`config.mk`:
```
export PLATFORM = sky130hd
export DESIGN_NAME = axis_keep_unpacker
export DESIGN_NICKNAME = d
export VERILOG_FILES = /design/src/rtl/axis_unpack_pkg.sv /design/src/rtl/lane_prio_enc.sv /design/src/rtl/axis_keep_unpacker.sv
export SDC_FILE = /design/constraint.sdc
export NUM_CORES = 1
export LEC_CHECK = 0
export ABC_AREA = 1
export CORE_ASPECT_RATIO = 1.2
export CORE_MARGIN = 3
export CORE_UTILIZATION = 47
export DETAILED_ROUTE_END_ITERATION = 16
export GPL_TIMING_DRIVEN = 0
export PLACE_DENSITY = 0.88
export SYNTH_ARGS = -nofsm -noshare
export SYNTH_HDL_FRONTEND = slang
export SYNTH_SLANG_ARGS = --single-unit
```
`constraint.sdc`:
```
create_clock -name clk -period 4.1 [get_ports clk]
set_clock_uncertainty 0.2 [all_clocks]
set_input_delay 0.41 -clock clk [delete_from_list [all_inputs] [get_ports clk]]
set_output_delay 0.41 -clock clk [all_outputs]
set_load 0.02 [all_outputs]
```
`src/rtl/axis_unpack_pkg.sv`:
```
// Shared types and helpers for the wide-to-narrow AXI-Stream keep unpacker.
// DEF_* values are the default build configuration used by axis_keep_unpacker.
package axis_unpack_pkg;

    localparam int unsigned DEF_DATA_WIDTH = 8;
    localparam int unsigned DEF_DATA_RATIO = 2;
    // Widest lane mask the generic mask helpers accept; callers zero-extend.
    localparam int unsigned MAX_LANES      = 32;

    typedef logic [$clog2(DEF_DATA_RATIO)-1:0] lane_idx_t;
    typedef logic [MAX_LANES-1:0]              wide_mask_t;

    // Index of the lowest set bit; 0 when the mask is empty.
    function automatic lane_idx_t lowest_set(input logic [DEF_DATA_RATIO-1:0] mask);
        lane_idx_t idx;
        idx = '0;
        for (int i = int'(DEF_DATA_RATIO) - 1; i >= 0; i--) begin
            if (mask[i]) idx = lane_idx_t'(i);
        end
        return idx;
    endfunction

    // True when exactly one bit of the mask is set.
    function automatic bit is_onehot(input wide_mask_t mask);
        return (mask != '0) && ((mask & (mask - wide_mask_t'(1))) == '0);
    endfunction

endpackage

```
`src/rtl/lane_prio_enc.sv`:
```
// Lowest-set-bit priority encoder over an N-lane mask.
// Lane 0 has highest priority; an empty mask encodes to 0.
module lane_prio_enc #(
    parameter  int unsigned N     = 2,
    localparam int unsigned IDX_W = $clog2(N)
) (
    input  logic [N-1:0]     mask_i,
    output logic [IDX_W-1:0] idx_o
);

    // Scan from the top lane down so the lowest set lane wins.
    always_comb begin
        // NOTE: a default before the loop keeps every path assigned, so no latch is inferred.
        idx_o = '0;
        for (int i = int'(N) - 1; i >= 0; i--) begin
            if (mask_i[i]) idx_o = IDX_W'(i);
        end
    end

endmodule

```
`src/rtl/axis_keep_unpacker.sv`:
```
// Wide-to-narrow AXI-Stream unpacker: emits only the kept lanes of each wide
// beat as single-lane beats, lowest lane first, carrying last onto the final one.
// A beat with no kept lanes but last set becomes one terminator beat on lane 0.
// Optional build macro AXIS_UNPACK_KEEP_OUT_EN adds m_keep_o, low on terminator beats.
module axis_keep_unpacker
    import axis_unpack_pkg::*;
#(
    parameter int unsigned T_DATA_WIDTH = DEF_DATA_WIDTH,
    parameter int unsigned T_DATA_RATIO = DEF_DATA_RATIO
) (
    input  logic                                 clk,
    input  logic                                 rst,
    input  logic [T_DATA_WIDTH*T_DATA_RATIO-1:0] s_data_i,
    input  logic [T_DATA_RATIO-1:0]              s_keep_i,
    input  logic                                 s_last_i,
    input  logic                                 s_valid_i,
    output logic                                 s_ready_o,
    output logic [T_DATA_WIDTH-1:0]              m_data_o,
    output logic                                 m_last_o,
    output logic                                 m_valid_o,
`ifdef AXIS_UNPACK_KEEP_OUT_EN
    output logic                                 m_keep_o,
`endif
    input  logic                                 m_ready_i
);

    localparam int unsigned IDX_W = $clog2(T_DATA_RATIO);

    // IDLE when busy_q is low, SERIALIZE when high.
    logic                                 busy_q,     busy_d;
    logic [T_DATA_RATIO-1:0]              rem_mask_q, rem_mask_d;
    logic [T_DATA_WIDTH*T_DATA_RATIO-1:0] data_q,     data_d;
    logic                                 last_q,     last_d;
`ifdef AXIS_UNPACK_KEEP_OUT_EN
    logic                                 null_q,     null_d;
`endif

    logic [IDX_W-1:0] idx;
    logic             final_lane;
    logic             narrow_hs;
    logic             accept;

    lane_prio_enc #(
        .N (T_DATA_RATIO)
    ) u_lane_prio_enc (
        .mask_i (rem_mask_q),
        .idx_o  (idx)
    );

    // Handshake qualifiers: a new wide beat may land on the cycle the last lane leaves.
    always_comb begin
        final_lane = is_onehot(wide_mask_t'(rem_mask_q));
        narrow_hs  = busy_q & m_ready_i;
        s_ready_o  = ~rst & (~busy_q | (narrow_hs & final_lane));
        accept     = s_valid_i & s_ready_o;
    end

    // Outputs come straight from the held beat so nothing on s_* reaches m_*.
    always_comb begin
        m_valid_o = busy_q;
        m_data_o  = data_q[idx*T_DATA_WIDTH +: T_DATA_WIDTH];
        m_last_o  = busy_q & final_lane & last_q;
`ifdef AXIS_UNPACK_KEEP_OUT_EN
        m_keep_o  = busy_q & ~null_q;
`endif
    end

    // Next-state: retire the emitted lane, then let an accepted beat take over.
    always_comb begin
        busy_d     = busy_q;
        rem_mask_d = rem_mask_q;
        data_d     = data_q;
        last_d     = last_q;
`ifdef AXIS_UNPACK_KEEP_OUT_EN
        null_d     = null_q;
`endif

        if (narrow_hs) begin
            rem_mask_d[idx] = 1'b0;
            if (final_lane) busy_d = 1'b0;
        end

        if (accept) begin
            data_d = s_data_i;
            last_d = s_last_i;
            if (s_keep_i != '0) begin
                busy_d     = 1'b1;
                rem_mask_d = s_keep_i;
`ifdef AXIS_UNPACK_KEEP_OUT_EN
                null_d     = 1'b0;
`endif
            end else if (s_last_i) begin
                // Empty last beat still has to mark packet end: emit lane 0 as a terminator.
                busy_d     = 1'b1;
                rem_mask_d = T_DATA_RATIO'(1);
`ifdef AXIS_UNPACK_KEEP_OUT_EN
                null_d     = 1'b1;
`endif
            end else begin
                // Empty non-last beat is swallowed without producing output.
                busy_d     = 1'b0;
                rem_mask_d = '0;
            end
        end
    end

    // State registers; reset discards any beat still being serialized.
    always_ff @(posedge clk) begin
        if (rst) begin
            busy_q     <= 1'b0;
            rem_mask_q <= '0;
            data_q     <= '0;
            last_q     <= 1'b0;
`ifdef AXIS_UNPACK_KEEP_OUT_EN
            null_q     <= 1'b0;
`endif
        end else begin
            // NOTE: non-blocking assignments so every flop samples pre-edge values.
            busy_q     <= busy_d;
            rem_mask_q <= rem_mask_d;
            data_q     <= data_d;
            last_q     <= last_d;
`ifdef AXIS_UNPACK_KEEP_OUT_EN
            null_q     <= null_d;
`endif
        end
    end

endmodule
```
## After elaboration in Yosys (flattened, before gate mapping)

Cells that the tools add are included.

- ROM bits: 0
- Bits in latches: 0
- Logic and storage cells: 41
- Register bits after elaboration: 20
- Memories: 0
- Bits in writable memories: 0
- Input port bits: 23

- Multipliers: 0
- Add/subtract/negate cells: 1
- Shift operators: 1
- Mux-type cells: 13
- Equal/unequal tests: 0
- Bitwise operators: 12
- $lt $le $gt $ge: 2
- Reduce and logical (&&, ||, !) cells: 8
- Div/mod/pow operators: 0

Operators by type and width:

| kind | count |
|---|---|
| $and 2x32->32 | 1 |
| $logic_not 32->1 | 1 |
| $shiftx 16x5->8 | 1 |
| $mux 1 | 9 |
| $reduce_bool 2->1 | 4 |
| $and 1x1->1 | 6 |
| $mux 2 | 3 |
| $sub 2x1->3 const B | 1 |
| $and 2x2->2 | 1 |
| $logic_and 1x1->1 | 2 |
| $lt 1x2->1 const B | 1 |
| $not 1->1 | 2 |
| $not 2->2 | 1 |
| $reduce_and 2->1 | 1 |
| $demux 1 s1 | 1 |
| $ge 1x1->1 const B | 1 |
| $or 1x1->1 | 1 |

## Logic depth before layout (Yosys ltp)

- Word-level depth: 10
- Depth in mapped cells: 9
- Depth with buffers taken out: 9

## Modules after synthesis

Synthesis repeated with hierarchy kept, for this count alone.

- Cells, all modules: 137
- Area, all modules: 975.9 µm²

Modules (own cells, without submodules):

| module | area each (µm²) | cells an instance | instances | sequential area each (µm²) |
|---|---|---|---|---|
| axis_keep_unpacker | 965.9 | 135 | 1 | 400.4 |
| lane_prio_enc | 10.0 | 2 | 1 | 0.0 |

## Least setup slack after synthesis

No wires, ideal clock.

- Path type: register to output
- Start: register rem_mask_q[0]
- End: output port s_ready_o
- Data arrival time: 1,178 ps
- Data required time: 3,490 ps
- Cell stages (with the launch flop): 7
- Path slack: 2,312 ps
- Path buffers: 1
- Path through: dfxtp_1 -> inv_1 -> ha_1 -> inv_1 -> nand2_2 -> a21oi_4 -> buf_6

- Word-level cells in the longest chain between the ends: 7
- Elaborated cells between the ends (all ways): 8
- Classes of those cells: add/sub: 1; bitwise: 4; reduce/logical: 3

Ends and longest elaborated chain:

| element | line | source |
|---|---|---|
| start, declared | axis_keep_unpacker.sv:31 | `logic [T_DATA_RATIO-1:0] rem_mask_q, rem_mask_d;` |
| start signal, assigned | axis_keep_unpacker.sv:120 | `rem_mask_q <= rem_mask_d;` |
| $sub 2x1->3 | axis_unpack_pkg.sv:25 | `return (mask != '0) && ((mask & (mask - wide_mask_t'(1))) == '0);` |
| $and 2x32->32 | axis_unpack_pkg.sv:25 |  |
| $logic_not 32->1 | axis_unpack_pkg.sv:25 |  |
| $logic_and 1x1->1 (*) | axis_unpack_pkg.sv:25 |  |
| $and 1x1->1 (*) | axis_keep_unpacker.sv:54 | `s_ready_o = ~rst & (~busy_q \| (narrow_hs & final_lane));` |
| $or 1x1->1 (*) | axis_keep_unpacker.sv:54 |  |
| $and 1x1->1 (*) | axis_keep_unpacker.sv:54 |  |
| end, declared | axis_keep_unpacker.sv:17 | `output logic s_ready_o,` |

Mark *: on every way between the ends. The rest lies on a longest branch, timed or not.

## Worst setup path in the final report

Ends and elaborated chain as after synthesis.

==> flow_summary.toml <==
[status]
status = "completed"

[setup_path]
arrival_ns = 2.21
crit_type = "flip-flop to primary output"
crit_fanout = 10
worstRegToRegCells = 8
crit_family = "buffers and inverters"
crit_top_cell = "inv_1"
critPathLaunchType = "flip-flop"
cp_slowest_cell = "clkdlybuf4s50_1"
end_kind = "primary output"
r2r_end = "data_q[12]"
crit_chain = "inv_1, ha_1, inv_1, nand2_2, a21oi_4, buf_6, clkdlybuf4s50_1"
cpPeakStageDelay_ns = 0.60
path_buf_inv = 4
cp-endpoint = "s_ready_o"
cp_num_cells = 7
reg2reg_from = "rem_mask_q[0]"
rrSetupSlack_ns = 2.39
required_ns = 3.49
cp-startpoint = "rem_mask_q[0]"

[die]
dieArea_um2 = 2610
fp.dieH_um = 55.3
pin_count = 34
rows = 17
initial_utilization_pct = 50.9
core_um2 = 1870
die_width_um = 47.1

[placed_design]
portBuffers = 33
post-place-cells = 168
place.gp.congestion = 0.725
dp_worst_setup_slack_ns = 1.41
post_dp_cell_area_um2 = 1310
dp_hpwl_um = 1670

[timing]
finalSetupViolCount = 0
relSlewSlack_pct = 81.2
finalHoldViolations = 0
fin_crit_ns = 2.82
period_share_pct = 68.9
setup-tns-final_ns = 0
fmax_mhz = 354
fin_ws_ns = 1.28
tightest_slew_ns = 0.282
rsz0062_at_grt = "no"
slew_viol_final = 0

[synth]
synth-compound-area-share_pct = 4.86
ys_seq_area_share_pct = 42.0
syn_avg_cell_area_um2 = 8.22
yosys_warnings = 0
synth_top_area_share_pct = 42.0
ys_types = 17
synth_common_cells = "nand3_1, nand2_1, dfxtp_1"
synth_nets = 141
yosys.area.top_type = "dfxtp_1"
yosysMostFrequentCell = "nand3_1"
async_flop_share_pct = 0
synth_seq_cells = 20
synth-simple-area-share_pct = 32.8
synth_top_flop_cell = "dfxtp_1"
synth-edff-count = 0
synth_top_family_by_area = "simple AND/OR/NAND/NOR gates"
netlist_area_um2 = 953
yosys.area_share.adder_pct = 2.62
synth.area.top_cells = "dfxtp_1, nand3_1, mux2_2"
synth-xor-area-share_pct = 0
muxShareOfSynthArea_pct = 9.45
synth_cells = 116

[power_and_ir_drop]
power.switching_uw = 126
ir_drop_uv = 216
p_per_area_nw_per_um2 = 338
switching_share_pct = 27.7
p_leak_uw = 0.000619
p_clk_share_pct = 24.7
combPwrFrac_pct = 26.7
seq_power_share_pct = 48.6
p_int_uw = 328

[detailed_routing]
wl_per_cell_um = 12.8
vias = 944
routed_wl_um = 2200
vias_per_cell = 5.49
drtIter0Drc = 24
drt.antenna.violating_nets = 0
remaining_drc_errors = 0
first_pass_iters = 4

[clocking]
cts_tree = "done"
clk_pin_slew_worst_paths_ns = 0.11
postCtsHoldBufs = 0
cts_setup_buffers = 0
clkSinkCount = 20
numCtsBuffers = 3
worstSkewPairLatency_ns = 0.29
clk_path_buf_depth = 2
cts_root_buffer = "clkbuf_4"
htree_num_levels = 1
cts_resized = 0

[global_routing]
antenna_found_initial = 0
grt_pass1_vias = 920
grt.overflow.total = 0
grt_max_degree = 12
gr-usage-all-layers_pct = 18.5
grt_pass1_wl_um = 3660

[flow_run]
cap_violations = 0

[final_layout]
drive_above_1_share_pct = 15.7
final_util_pct = 71.8
antenna_cells = 0
design_area_um2 = 1340
final_cells = 172
nFillCells = 167
area_growth_pct = 40.9
final_nets = 179

[worst_hold_path]
hold_path_class = "flip-flop to flip-flop"
-- worst register-to-register path, cell delays in order (launching register included) --
cell     delay (ns)
dfxtp_1        0.35
inv_1          0.07
ha_1           0.30
inv_1          0.07
nand2_2        0.07
a21oi_4        0.27
buf_6          0.19
nand3_1        0.07
nand2_1        0.07
-- cell type report --
cell class | count | area (µm²) | area share, %
repair buffers | 33 | 330 | 24.6
flip-flops and latches | 20 | 400 | 29.8
clock buffers | 4 | 36.3 | 2.70
inverters | 6 | 22.5 | 1.68
plain buffers | 7 | 56.3 | 4.19
multi-input cells | 83 | 474 | 35.3
well taps | 19 | 23.8 | 1.77
-- placed cells by master (no fill, tap or decap) --
cell type,instances
a21oi_1,3
a21oi_4,1
buf_2,3
buf_4,1
buf_6,3
clkbuf_4,3
clkbuf_8,1
clkdlybuf4s50_1,33
dfxtp_1,20
ha_1,2
inv_1,5
inv_2,1
mux2_2,8
nand2_1,24
nand2_2,2
nand3_1,35
nand3_4,1
nand4_1,1
nor2_1,3
o21ai_0,3
-- through the flow --
step / hold slack [ns] / power, µW
6_report: 0.268 / 454
5_1_grt: 0.295 / 481
4_1_cts: 0.274 / 457
3_5_place_dp: 0.258 / 346
3_3_place_gp: 0.247 / 343
2_1_floorplan: 0.239 / 291
-- how the worst min path moves through the flow --
stage	cells past startpoint	endpoint	from
floorplan	2	data_q[8]	data_q[8]
global placement	2	data_q[10]	data_q[10]
detailed placement	2	data_q[8]	data_q[8]
CTS	2	data_q[1]	data_q[1]
global route	2	data_q[12]	data_q[12]
finish	2	data_q[8]	data_q[8]
-- sequential cells by signal, indices dropped and copies added (netlist names) --
signal      flops
data_q         16
last_q          1
m_valid_o       1
rem_mask_q      2
-- kinds of logic after synthesis --
| kind of cell | after synthesis |
|---|---|
| and+or+nand+nor | 66 |
| DFF | 20 |
| buffers and inverters | 13 |
| muxes | 8 |
| AOI/OAI and AO/OA | 7 |
| adders and majority gates | 2 |
-- per-layer routing --
layer / share of wire (%) / global-route usage, %
met1: 40 / 21.4
met2: 52 / 32.0
met5: 0 / 0
met3: 7.2 / 4.23
met4: 0.55 / 5.53
-- power by group through the flow --
| stage | clock network [µW] | logic, µW | registers, µW |
|---|---|---|---|
| 4_1_cts | 114 | 122 | 221 |
| 3_3_place_gp | 0 | 119 | 224 |
| 5_1_grt | 126 | 132 | 223 |
| 6_report | 112 | 121 | 221 |
| 3_5_place_dp | 0 | 121 | 225 |
| 2_1_floorplan | 0 | 67.4 | 224 |
Note: power is estimated with default switching activity, not from simulation.
